**config.mk**
```make
export PLATFORM = sky130hd
export DESIGN_NAME = mem_loader_responder
export DESIGN_NICKNAME = d
export VERILOG_FILES = /design/src/rtl/mem_pkg.sv /design/src/rtl/byte_word_assembler.sv /design/src/rtl/mem_loader_responder.sv
export SDC_FILE = /design/constraint.sdc
export NUM_CORES = 2
export LEC_CHECK = 0
export BUFFER_PORTS_ARGS = -buffer_cell sky130_fd_sc_hd__buf_2
export CAP_MARGIN = 10
export CORE_UTILIZATION = 55
export DETAILED_ROUTE_END_ITERATION = 10
export PLACE_DENSITY = 0.71
export SLEW_MARGIN = 25
export SYNTH_ARGS = -nofsm -noshare
export SYNTH_HDL_FRONTEND = slang
export SYNTH_SLANG_ARGS = --single-unit
```
**constraint.sdc**
```tcl
create_clock -name clk -period 6.9 [get_ports clk]
set_input_delay 1.035 -clock clk [delete_from_list [all_inputs] [get_ports clk]]
set_output_delay 1.035 -clock clk [all_outputs]
set_load 0.1 [all_outputs]
```
**src/rtl/mem_pkg.sv**
```systemverilog
// Shared definitions for the memory loader/responder: FSM encoding and word geometry.
package mem_pkg;

  typedef enum logic [1:0] {
    LOAD  = 2'd0,
    FLUSH = 2'd1,
    RUN   = 2'd2
  } state_t;

  localparam int BYTES_PER_WORD = 4;
  localparam logic [31:0] DEFAULT_MMIO_ADDR = 32'hFFFF_FFFC;

endpackage

```
**src/rtl/byte_word_assembler.sv**
```systemverilog
// Packs a little-endian byte stream into 32-bit words; a final byte zero-fills the rest.
module byte_word_assembler
  import mem_pkg::*;
(
  input  logic        clk,
  input  logic        reset,
  input  logic        byte_valid,
  input  logic [7:0]  byte_in,
  input  logic        last,
  output logic        word_valid,
  output logic [31:0] word_data
);

  logic [1:0]  byte_idx;
  logic [31:0] partial;

  // Bytes at and above byte_idx in partial are always zero, so OR-ing places the new byte.
  always_comb begin
    word_data  = partial | (32'(byte_in) << {byte_idx, 3'b000});
    word_valid = byte_valid & ((byte_idx == 2'(BYTES_PER_WORD - 1)) | last);
  end

  always_ff @(posedge clk or posedge reset) begin
    if (reset) begin
      byte_idx <= 2'd0;
      partial  <= 32'd0;
    end else if (byte_valid) begin
      if (word_valid) begin
        byte_idx <= 2'd0;
        partial  <= 32'd0;
      end else begin
        byte_idx <= byte_idx + 2'd1;
        partial  <= word_data;
      end
    end
  end

endmodule

```
**src/rtl/mem_loader_responder.sv**
```systemverilog
// Unified memory for the multicycle core, boot-filled by a byte loader while the core is held in reset.
// Optional MEM_MMIO_EN adds a store/load output register at MMIO_ADDR.
module mem_loader_responder
  import mem_pkg::*;
#(
  parameter int          DEPTH_WORDS = 64,
  parameter int          LOAD_WORDS  = 64,
  parameter logic [31:0] MMIO_ADDR   = DEFAULT_MMIO_ADDR
) (
  input  logic                           clk,
  input  logic                           reset,
  input  logic [31:0]                    Adr,
  input  logic [31:0]                    WriteData,
  input  logic                           MemWrite,
  output logic [31:0]                    ReadData,
  input  logic                           ld_valid,
  input  logic [7:0]                     ld_byte,
  input  logic                           ld_last,
  output logic                           ld_ready,
  output logic                           cpu_reset,
  output logic                           load_done,
  output logic [$clog2(DEPTH_WORDS):0]   words_loaded,
  output state_t                         fsm_state
`ifdef MEM_MMIO_EN
  ,
  output logic [31:0]                    mmio_out
`endif
);

  localparam int AW = $clog2(DEPTH_WORDS);
  localparam int CW = AW + 1;

  state_t         state;
  logic [31:0]    mem [DEPTH_WORDS];
  logic [AW-1:0]  core_idx;
  logic           loader_full;
  logic           load_target;
  logic           accept;
  logic           word_valid;
  logic [31:0]    word_data;
  logic           mmio_hit;
  logic           unused_bits;

  // Loader handshake: a byte moves on a rising edge where ld_valid and ld_ready are both high;
  // ld_ready depends only on state and reset, never on ld_valid.
  assign ld_ready    = (state == LOAD) & ~reset;
  assign loader_full = (words_loaded == CW'(DEPTH_WORDS));
  assign load_target = (words_loaded == CW'(LOAD_WORDS));
  assign accept      = ld_valid & ld_ready & ~loader_full & ~load_target;
  assign core_idx    = Adr[AW+1:2];
  assign fsm_state   = state;

  byte_word_assembler u_asm (
    .clk        (clk),
    .reset      (reset),
    .byte_valid (accept),
    .byte_in    (ld_byte),
    .last       (ld_last),
    .word_valid (word_valid),
    .word_data  (word_data)
  );

`ifdef MEM_MMIO_EN
  assign mmio_hit = (Adr == MMIO_ADDR);
  assign ReadData = mmio_hit ? mmio_out : mem[core_idx];

  always_ff @(posedge clk or posedge reset) begin
    if (reset)                                    mmio_out <= 32'd0;
    else if ((state == RUN) && MemWrite && mmio_hit) mmio_out <= WriteData;
  end
`else
  assign mmio_hit = 1'b0;
  assign ReadData = mem[core_idx];
`endif

  // Address bits outside the word index only matter for the MMIO decode.
  assign unused_bits = ^{Adr[31:AW+2], Adr[1:0], MMIO_ADDR};

  always_ff @(posedge clk or posedge reset) begin
    if (reset) begin
      state        <= LOAD;
      cpu_reset    <= 1'b1;
      load_done    <= 1'b0;
      words_loaded <= '0;
    end else begin
      case (state)
        LOAD: begin
          if (loader_full || load_target) begin
            state <= FLUSH;
          end else if (word_valid) begin
            words_loaded <= words_loaded + CW'(1);
            if (ld_last || (words_loaded + CW'(1) == CW'(LOAD_WORDS))) state <= FLUSH;
          end
        end
        FLUSH: begin
          load_done <= 1'b1;
          state     <= RUN;
        end
        RUN:     cpu_reset <= 1'b0;
        default: state <= LOAD;
      endcase
    end
  end

  // Array has no reset: contents survive a reset and are overwritten by the next load.
  always_ff @(posedge clk) begin
    if ((state == LOAD) && word_valid)
      mem[words_loaded[AW-1:0]] <= word_data;
    else if ((state == RUN) && MemWrite && !mmio_hit)
      mem[core_idx] <= WriteData;
  end

endmodule

```
==> results.yml <==
synthesis:
  synth_area_per_cell_sq_um: 22.76
  synthMuxAreaShare_pct: 17.14
  synth_cell_type_count: 59
  seq_area_frac_synth_pct: 77.61
  synth_top_area_cell: "edfxtp_1"
  synth-compound-area-share_pct: 2.242
  synth-seq-cells: 2093
  synth_top_family_by_area: "multiplexers"
  synth_edf_count: 2048
  synth_fa_ha_area_share_pct: 0.04651
  yosys_warnings: 0
  synthArstFlopShare_pct: 2.150
  synth_xor_area_share_pct: 0.07597
  synth.area.top_cells: "edfxtp_1 76%, mux4_2 16%, dfrtp_1 1.4%"
  syn_inst: 3545
  syn_nets: 3625
  yosys.area_share.simple_pct: 1.499
  syn_area_sq_um: 80700
  synthFlopType: "edfxtp_1"
  netlist.area_leader.share_pct: 76.21
cts:
  cts_tree: "yes"
  insertion_delay_ps: 840
  cts_setup_buffers: 0
  cts_buffer_depth: 3
  cts_buffers: 197
  cts_root_buf: "clkbuf_16"
  cts-resized-gates: 0
  clkSinkCount: 2093
  clkTransAtPathRegs_ps: 60
  ctsHoldBuffers: 0
  htreeDepth: 4
timing:
  skew_ps: 29.73
  min_period_ps: 5455
  drv_slew: 0
  worst_pin_slew_ps: 1047
  max_clock_freq_mhz: 183.3
  setup_violations: 0
  slew_headroom_pct: 29.86
  rsz0062_at_grt: "false"
  finalCritPeriodShare_pct: 79.07
  final-hold-violation-count: 0
  tns_ps: 0
worst_setup_path:
  timing.rr.end: "mem[11][0]$_DFFE_PP_"
  rr_worst_depth: 6
  cp.arrival_ps: 4420
  cpMostUsedCell: "mux4_2"
  rrSetupSlack_ps: 2380
  cp-end-kind: "output pin"
  max_stage_delay_ps: 620
  slowest_stage: "buf_8"
  path_class: "in -> out"
  worstPathCellList: "buf_8 > buf_12 > mux4_2 > mux4_2 > o22ai_1 > a21oi_1 > buf_2"
  worst-path-max-fanout: 62
  cp.required_ps: 5860
  reg2reg_from: "fsm_state[0]$_DFFE_PP0P_"
  startpoint_type: "input port"
floorplan:
  die-area_sq_um: 148300
  die_height_um: 385.0
  rows: 140
  ioPinCount: 121
  initial_utilization_pct: 55.44
  die_w_um: 385.0
  core_sq_um: 145600
routing:
  wl_per_cell_um: 31.95
  ant_nets: 0
  first_pass_iters: 5
  drc_errors: 0
  vias_per_cell: 6.513
  drt-initial-drc-count: 5017
  wirelength_mm: 188.1
  via_count: 38360
final_layout:
  drive_gt1_share_pct: 31.37
  nNetsFinal: 3890
  n_fill_cell: 9539
  diodes: 0
  area_growth_pct: 12.85
placement:
  port_buffers: 94
  gp_congestion: 0.8158
  dp_hpwl_mm: 105.5
pwr:
  totalPowerFinal_uw: 25780
  power.density_nw_per_um2: 283.1
  p_leak_uw: 0.03104
  ir_drop_v: 0.0002093
job:
  cap_violations: 0
global_routing:
  grt_use_total_pct: 25.82
  grt_max_degree: 105
  grt_pass1_vias: 38660
  antenna_found_initial: 4
  gr-total-overflow: 0
  grt_pass1_wl_mm: 270.3
worst_hold_path:
  hp-class: "in -> async"
run_status:
  status: "completed"
## power breakdown
group | leakage (uW) | total, uW | internal (uW) | switching [uW]
Sequential | 0.0212 | 14000 | 14000 | 4.01
Clock | 0.00300 | 10300 | 5750 | 4580
Combinational | 0.00681 | 1440 | 446 | 990
## how the worst max path moves through the flow
| stage | startpoint | endpoint | cells after the start |
|---|---|---|---|
| after floorplan | fsm_state[0]$_DFFE_PP0P_ | mem[0][23]$_DFFE_PP_ | 6 |
| after global placement | Adr[2] | ReadData[0] | 7 |
| after detailed placement | Adr[2] | ReadData[0] | 7 |
| after CTS | Adr[2] | ReadData[0] | 7 |
| after global routing | Adr[2] | ReadData[0] | 7 |
| final | Adr[2] | ReadData[0] | 7 |
## logic make-up after synthesis
family          count (synthesis)
fa+ha+maj                       3
buf+inv                       210
flops                        2093
mux                           671
compound gates                289
simple gates                  272
xor+xnor                        7
## cells in the final DEF, fill, tap and decap left out, types with 42 or more instances in the layout
cell type     n
dfrtp_1      44
clkinv_2     44
mux4_2      566
a21oi_1      79
nor2_1       57
clkinv_1     50
o22ai_1      47
edfxtp_1   2048
buf_4       154
mux2i_1      75
nand2_1      88
clkbuf_1     42
buf_2        89
clkbuf_16   200
## layer usage
layer | vias up | GRT usage (%) | wire length, um
met2 | 2036 | 40.32 | 90420
met1 | 20390 | 37.09 | 73410
met3 | 293 | 6.009 | 20000
met4 | 6 | 6.952 | 4268
li1 | 15640 | - | -
met5 | - | 0 | 36
## metrics by stage
| step | hold WS, ps | instances | setup slack, ps | utilization, % | instance area (sq um) |
|---|---|---|---|---|---|
| final | 290.6 | 5889 | 1445 | 62.56 | 91070 |
| after global routing | 340.0 | 5889 | 1241 | 62.56 | 91070 |
| after CTS | 274.5 | 5888 | 1438 | 62.53 | 91030 |
| after detailed placement | 451.1 | 5527 | 1440 | 58.35 | 84930 |
| after global placement | 436.8 | 5527 | 1448 | 58.33 | 84910 |
| after floorplan | 463.3 | 3545 | 1691 | - | 80700 |
## area by class of cell
type | instances | area (sq um) | share of cell area [%]
sequential | 2093 | 62630 | 68.77
tap | 1917 | 2399 | 2.634
timing repair buffer | 271 | 2155 | 2.366
multi-input combinational | 1242 | 17780 | 19.52
clock buffer | 242 | 5162 | 5.669
clock inverter | 119 | 930.9 | 1.022
inverter | 5 | 21.27 | 0.02336
## critical path: cells and delay by family
kind	cells	cell delay, ps
multiplexers	2	1030
AO/OA/AOI/OAI	2	840
buffers and inverters	3	1420
## Yosys cell counts (3+ instances only)
cell	number
nor2_1	97
o22a_1	19
nand4_1	5
nand2b_1	8
o22ai_1	47
or2_1	3
nand3b_1	4
clkbuf_1	74
inv_1	4
ha_1	3
nand3_1	12
mux2_2	28
buf_2	39
buf_1	39
mux4_2	566
a22oi_1	11
o31ai_1	5
a221oi_1	9
o21a_1	4
nor2b_1	13
o21ai_1	3
mux2i_1	75
buf_6	20
nand2_1	88
o221ai_1	6
xnor2_1	5
edfxtp_1	2048
a21oi_1	79
nor3_1	27
a22o_1	4
a211oi_1	6
a31oi_1	23
or2_2	4
dfrtp_1	44
buf_4	32
o21ai_0	58
o211a_1	3
## flip-flops by register name, summed over array words and instances (netlist names)
register / flops
u_asm.byte_idx: 2
mem: 2048
cpu_reset: 1
u_asm.partial: 32
fsm_state: 2
words_loaded: 7
load_done: 1
Power figures use the tool's default switching activity.
